### src/rtl/collatz_dp_pkg.sv
// rtl/collatz_dp_pkg.sv - shared widths and ALU op encoding for the Collatz datapath
package collatz_dp_pkg;

   localparam int SW_DEF = 8;
   localparam int VW_DEF = 20;
   localparam int CW_DEF = 16;

   typedef enum logic [1:0] {
      OP_HOLD   = 2'd0,
      OP_MUL3P1 = 2'd1,
      OP_HALF   = 2'd2
   } alu_op_e;

endpackage

### src/rtl/collatz_alu.sv
// rtl/collatz_alu.sv - combinational 3V+1 / V>>1 / pass with carry-out of 3V+1
module collatz_alu
   import collatz_dp_pkg::*;
#(
   parameter int VW = VW_DEF
) (
   input  alu_op_e       i_op,
   input  logic [VW-1:0] i_v,
   output logic [VW-1:0] o_res,
   output logic          o_carry
);

   logic [VW+1:0] w_ext;
   logic [VW+1:0] w_m3p1;

   // 3V+1 formed as V + 2V + 1 in two extra bits so the overflow is never lost
   assign w_ext   = {2'b00, i_v};
   assign w_m3p1  = w_ext + {w_ext[VW:0], 1'b0} + (VW+2)'(1);
   assign o_carry = |w_m3p1[VW+1:VW];

   always_comb begin
      o_res = i_v;
      case (i_op)
         OP_MUL3P1: o_res = w_m3p1[VW-1:0];
         OP_HALF:   o_res = {1'b0, i_v[VW-1:1]};
         default:   o_res = i_v;
      endcase
   end

endmodule

### src/rtl/collatz_dp.sv
// rtl/collatz_dp.sv - Collatz datapath: seed capture, running value, step/peak stats, flags
module collatz_dp
   import collatz_dp_pkg::*;
#(
   parameter int SW = SW_DEF,
   parameter int VW = VW_DEF,
   parameter int CW = CW_DEF
) (
   input  logic          clk,
   input  logic          rst_n,
   input  logic [SW-1:0] seed,
   input  logic          Mx,
   input  logic          Rx,
   input  logic          Ik,
   input  logic          Pk,
   input  logic          Sk,
   input  logic          Mr,
   input  logic          Pr,
   input  logic          Ir,
   output logic [SW-1:0] co,
   output logic          r,
   output logic [VW-1:0] k,
   output logic [CW-1:0] steps,
   output logic [VW-1:0] peak,
   output logic          ovf,
   output logic          err,
   output logic          done
);

   logic [SW-1:0] r_co;
   logic [VW-1:0] r_v;
   logic [CW-1:0] r_steps;
   logic [VW-1:0] r_peak;
   logic          r_ovf;
   logic          r_err;
   logic          r_done;
   logic          r_ir_d;

   alu_op_e       w_op;
   logic [VW-1:0] w_alu;
   logic          w_carry;
   logic          w_load;
   logic [VW-1:0] w_next_v;
   logic          w_ovf_set;
   logic          w_err_set;
   logic          w_done_set;

   // Mr wins over Pr; the both-high case is still flagged through err
   assign w_op = Mr ? OP_MUL3P1 : (Pr ? OP_HALF : OP_HOLD);

   collatz_alu #(.VW(VW)) u_alu (
      .i_op    (w_op),
      .i_v     (r_v),
      .o_res   (w_alu),
      .o_carry (w_carry)
   );

   assign w_load     = Ik | Pk;
   assign w_next_v   = Mx ? w_alu : {{(VW-SW){1'b0}}, seed};
   assign w_ovf_set  = Mr & w_load & w_carry;
   assign w_err_set  = (w_load & ~Mx & (seed == '0)) | (Mr & Pr);
   assign w_done_set = (Ir & ~r_ir_d) | (Ir & Ik & ~Mx & (seed == SW'(1)));

   always_ff @(posedge clk or negedge rst_n) begin
      if (!rst_n) begin
         r_co    <= '0;
         r_v     <= '0;
         r_steps <= '0;
         r_peak  <= '0;
         r_ovf   <= 1'b0;
         r_err   <= 1'b0;
         r_done  <= 1'b0;
         r_ir_d  <= 1'b0;
      end else begin
         r_ir_d <= Ir;
         if (Ir)
            r_co <= seed;
         if (w_load)
            r_v <= w_next_v;

         if (Sk)
            r_steps <= '0;
         else if (Mx && w_load && (r_steps != '1))
            r_steps <= r_steps + CW'(1);

         // a clear in the same edge as a load restarts the maximum at the new value
         if (w_load) begin
            if (Rx || (w_next_v > r_peak))
               r_peak <= w_next_v;
         end else if (Rx) begin
            r_peak <= '0;
         end

         r_ovf <= w_ovf_set | (r_ovf & ~Rx);
         r_err <= w_err_set | (r_err & ~Rx);

         if (Sk)
            r_done <= 1'b0;
         else if (w_done_set)
            r_done <= 1'b1;
      end
   end

   assign co    = r_co;
   assign r     = r_v[0];
   assign k     = r_v;
   assign steps = r_steps;
   assign peak  = r_peak;
   assign ovf   = r_ovf;
   assign err   = r_err;
   assign done  = r_done;

endmodule

### config.mk
export PLATFORM = sky130hd
export DESIGN_NAME = collatz_dp
export DESIGN_NICKNAME = d
export VERILOG_FILES = /design/src/rtl/collatz_dp_pkg.sv /design/src/rtl/collatz_alu.sv /design/src/rtl/collatz_dp.sv
export SDC_FILE = /design/constraint.sdc
export NUM_CORES = 1
export LEC_CHECK = 0
export CAP_MARGIN = 25
export CORE_ASPECT_RATIO = 0.9
export CORE_MARGIN = 5
export CORE_UTILIZATION = 30
export DETAILED_ROUTE_END_ITERATION = 10
export PLACE_DENSITY = 0.52
export SKIP_CTS_REPAIR_TIMING = 1
export SYNTH_ARGS = -nofsm -noshare
export SYNTH_HDL_FRONTEND = slang
export SYNTH_SLANG_ARGS = --single-unit
### constraint.sdc
create_clock -name clk -period 13.7 [get_ports clk]
set_input_delay 2.74 -clock clk [delete_from_list [all_inputs] [get_ports clk]]
set_output_delay 2.74 -clock clk [all_outputs]
set_load 0.1 [all_outputs]
# Yosys cells after proc, flatten, opt, wreduce, memory -nomap -nowiden
# Index checks and enable logic that the tools add are counted.
# totals
regBits,68
inputBits,18
output_inout_bits,68
elab_cells,56
# classes
addsub,3
n_lt_le_gt_ge,1
eq_ne,5
n_mux,11
n_bitwise,19
n_reduce_logical,9
# ops
operator,count
20-bit two-way mux,4
20-bit one-hot mux with 2 select lines,1
16-bit two-way mux,2
20-bit by 21-bit adder with 22-bit output,1
"22-bit by 1-bit adder with 22-bit output, second input constant",1
20-bit > comparator,1
"16-bit by 1-bit adder with 16-bit output, second input constant",1
"16-bit inequality test, second input constant",1
1-bit AND,11
"8-bit by 1-bit == test with 1-bit output, second input constant",1
8-bit zero test,1
2-bit nonzero test,3
1-bit bitwise OR,5
2-bit two-way mux,2
1-bit inverter,3
"2-bit by 1-bit == test with 1-bit output, second input constant",1
"2-bit == test, second input constant",1
1-bit logical AND,2
1-bit two-way mux,2
"2-bit by 1-bit inequality test with 1-bit output, second input constant",1
2-bit AND reduction,1
2-bit OR reduction,1
1-bit logical OR,1

# Longest topological paths before layout
# logic_depth
ltp_word,9
depth_mapped,20
depth_no_buf,19

# Modules after synthesis
# A second synthesis with hierarchy kept.
# hier_totals
hier_cells,556
area_unflattened_um2,5057.4
# by_module_without_submodules
module,instances,cells_per_inst,area_per_inst_um2,seq_area_each_um2
collatz_dp,1,340,3540.9,1701.6
collatz_alu,1,216,1516.5,0.0

# Worst setup path before layout
# Ideal clock, no wire load.
# synth_path
kind,input to register
from,input Pr
to,register r_peak[10] (netlist: peak[10])
setup_ns,0.126
t_arrival_ns,5.915
required_ns,13.574
slack_ns,7.659
path_stages,15
n_path_buf,3
path_cell_list,clkbuf_1 > buf_1 > nand2_1 > o21ai_0 > o21ai_0 > a311oi_1 > and2_1 > ha_1 > nand4_1 > or2_2 > nor3_1 > a21oi_1 > a21oi_1 > clkbuf_1 > mux2_2
# synth_between
elab_chain_cells,9
elab_cells_between_ends,12
cone_classes,order compare: 1; eq/ne: 3; mux: 6; reduce/logical: 2
# synth_rtl
item,line_no,source
start: declaration,collatz_dp.sv:18,"input logic Pr,"
2-bit two-way mux * (2 in a row),collatz_dp.sv:49,assign w_op = Mr ? OP_MUL3P1 : (Pr ? OP_HALF : OP_HOLD);
2-bit == test or 2-bit by 1-bit == test with 1-bit output (tied branches),collatz_alu.sv:23,case (i_op)
20-bit one-hot mux with 2 select lines *,collatz_alu.sv:23,
20-bit two-way mux *,collatz_dp.sv:59,"assign w_next_v = Mx ? w_alu : {{(VW-SW){1'b0}}, seed};"
named net w_next_v[18],collatz_dp.sv:43,logic [VW-1:0] w_next_v;
20-bit > comparator *,collatz_dp.sv:88,if (Rx || (w_next_v > r_peak))
1-bit logical OR *,collatz_dp.sv:88,
2-bit by 1-bit inequality test with 1-bit output (no line) *,n/a,
2-bit AND reduction (no line) *,n/a,
end signal: assignment,collatz_dp.sv:89,r_peak <= w_next_v;
end: declaration,collatz_dp.sv:33,logic [VW-1:0] r_peak;
# The timed path passes the listed nets; every way through them passes the cells marked *. The select of a mux whose other input is x is not followed.
# A chain may end at the register's enable or synchronous reset.

# Worst setup path after layout
# layout_path
from,input Mr
to,register r_peak[14] (netlist: peak[14])
# layout_between
elab_chain_cells,8
elab_cells_between_ends,11
cone_classes,order compare: 1; eq/ne: 3; mux: 5; reduce/logical: 2
# layout_rtl
item,line_no,source
start: declaration,collatz_dp.sv:17,"input logic Mr,"
2-bit two-way mux *,collatz_dp.sv:49,
2-bit == test or 2-bit by 1-bit == test with 1-bit output (tied branches),collatz_alu.sv:23,
20-bit one-hot mux with 2 select lines *,collatz_alu.sv:23,
20-bit two-way mux *,collatz_dp.sv:59,
named net w_next_v[18],collatz_dp.sv:43,
20-bit > comparator *,collatz_dp.sv:88,
1-bit logical OR *,collatz_dp.sv:88,
2-bit by 1-bit inequality test with 1-bit output (no line) *,n/a,
2-bit AND reduction (no line) *,n/a,
# Marks and branches as above.

==> metrics <==
WS Path Type in -> reg; total negative setup slack 0 ns; max-slew violation count 0; I/O Pins 86; Synth Instances 568; GR Overflow Total 0; DRT Wirelength 14.1 mm; Tmin final 6.23 ns; Fin. Hold Viols 0; routability cong. 0.933; hpwl dp 10.8 mm; #FFs+latches synth 68; post-synthesis mux area share 6.96%; Yosys top cell area share 34.7%; largest net degree at the start of global routing 69; CP delay by family, top simple AND/OR/NAND/NOR gates; Adder-Cell Fraction of Synth Area 11.4%; Bufs and invs on worst path 3; final setup vio count 0; Sink Count 68; Most used DFF post-synth dfrtp_1; slowest CP cell a311oi_1; Worst Hold Class reg -> reg; Initial Util 30.5%; routed vias 4,385; Setup Skew 0.00901 ns; Post-Syn Area 4910 µm²; largest family of logic cells by synthesized area compound AO/OA/AOI/OAI gates; multi-input logic area 2970 µm²; first-pass GRT wire length 22.8 mm; Final ANT Viol Nets 0; Synth Area in XOR/XNOR 4.46%; status finished clean; Startpoint Class primary input; NumNets Final 706; Crit. End Element register; CTS tree built; dominant cells by area after synthesis dfrtp_1, ha_1, a21oi_1; post-synthesis compound-gate area fraction 20.5%; core area 16,100 µm²; vias in the first global route 4,258; Max IR drop VDD 0.0837 mV; drt via density 5.12; DR iter-0 viols 236; root buffer cell clkbuf_16; Crit path arrival time 6.44 ns; PwrDens 190 nW/µm²; DR WL/cell 16.5 µm; Post-synth EDFFs 0; post-synth top area cell dfrtp_1; Layout fillers 1,631; peak fanout along the critical path 46; clock tree buffer depth 2; Syn. warnings 0; Syn Nets 630; Slew @ Worst Pin 1.03 ns; Most common cell on crit path buf_4; Max stage delay on crit path 0.50 ns; Die ar. 19,000 µm²; fin crit share 45.5%; Critical Path, Cell by Cell clkdlybuf4s50_1 > buf_4 > nor4b_1 > a31oi_1 > o21ai_0 > a311oi_1 > and2_1 > ha_1 > nand4_1 > or2_2 > nor3_1 > a21oi_1 > a21oi_2 > buf_4 > mux2_2; Worst-Skew Late Latency 0.33 ns; Port Buffers 85; cts bufs inserted 9; max-cap violation count 0; Die Y 131 µm; Max H-tree Level 3; Async S/R FF share, synth 100%; initial antenna violation count 0; worst path required time 13.91 ns; area grow syn2layout 27.3%; sequential area share after synthesis 34.7%; FMAX 0.161 GHz; clock slew at reported path FFs 0.06 ns; # DRC 0; layout cells sized above 1 6.93%; Final Core Density 38.8%; Synth Area per Inst 8.64 µm²; die width 145 µm; simple-gate share of the synthesized area 17.0%; Max-slew headroom 31.1%; n_diodes 0; Tot GR Track Use 14.9%; Tot Pwr 1.18 mW; P_leak 2.88 nW; sequential cell area 1700 µm²; RSZ-0062 raised after global routing false; drt pass-1 iters 4; FP Rows 44; library cells used by synthesis 56
==> report_power, final <==
group	internal, mW	switching (mW)
clock	0.142	0.0915
sequential	0.235	0.0412
combinational	0.201	0.473
total	0.578	0.606
==> placed cells by master, fill, tap and decap left out, types with 7 or more instances in the layout <==
master / count
a211oi_1: 9
a21o_1: 18
a21oi_1: 48
clkbuf_16: 9
clkdlybuf4s50_1: 84
dfrtp_1: 68
ha_1: 43
inv_1: 35
mux2_2: 17
mux2i_1: 15
nand2_1: 57
nand3_1: 7
nand4_1: 10
nor2_1: 62
nor3_1: 12
o21a_1: 7
o21ai_0: 30
xnor2_1: 9
xor2_1: 16
==> synthesized netlist by cell type (4+ instances only) <==
library cell	count
a211oi_1	9
a21o_1	18
a21oi_1	49
a22o_1	4
a31oi_1	6
and3_1	6
clkbuf_1	20
dfrtp_1	68
ha_1	43
inv_1	35
mux2_2	17
mux2i_1	15
nand2_1	57
nand2b_1	4
nand3_1	7
nand4_1	10
nor2_1	62
nor2b_1	6
nor3_1	12
nor4_1	4
o21a_1	7
o21ai_0	30
xnor2_1	9
xor2_1	16
==> per-stage QoR <==
stage	std cells	hold WS [ns]	instance area, µm²	setup slack, ns
2_1_floorplan	568	0.561	4910	7.66
3_3_place_gp	840	0.490	5940	7.31
3_5_place_dp	840	0.499	5940	7.20
4_1_cts	856	0.513	6240	7.54
5_1_grt	856	0.526	6240	7.12
6_report	856	0.508	6240	7.47
==> routing by layer <==
layer | track usage [%] | part of all wire, % | up-vias
met4 | 3.63 | 0.83 | 0
met1 | 22.0 | 48 | 2069
met3 | 4.03 | 7.3 | 8
li1 | - | - | 2184
met5 | 0 | 0 | -
met2 | 21.6 | 44 | 124
==> tightest hold or removal path: cells and delay by family (launching register included) <==
family,cells,cell delay [ns]
DFF,1,0.35
and+or+nand+nor,1,0.07
AOI/OAI and AO/OA,1,0.05
==> final timing paths <==
path,from,to,slack [ns],cells past startpoint
worst max register to register,k[7],peak[14],8.66,17
max in group asynchronous,rst_n,peak[18],10.49,2
min in group asynchronous,rst_n,co[2],2.61,2
worst max-delay path,Mr,peak[14],7.47,15
worst min-delay path,done,done,0.51,2
worst min register to register,done,done,0.51,2
==> logic make-up after synthesis <==
family / Yosys count
flip-flops: 68
XOR/XNOR: 25
AND/OR/NAND/NOR: 183
buffers and inverters: 61
adder cells (fa/ha/maj): 44
multiplexers: 32
AO/OA/AOI/OAI: 155
==> state kept, by name, summed over array words and instances (netlist names) <==
signal,count
steps,16
r_ir_d,1
k,20
co,8
ovf,1
peak,20
done,1
err,1
==> area by class of cell <==
type,instances,share of cell area (%)
tap,207,4.15
timing repair buffer,90,14.1
clock buffer,9,3.61
multi-input combinational,439,47.5
clock inverter,7,1.20
sequential,68,27.2
inverter,36,2.16
No activity file was read; power rests on OpenSTA's default activity.
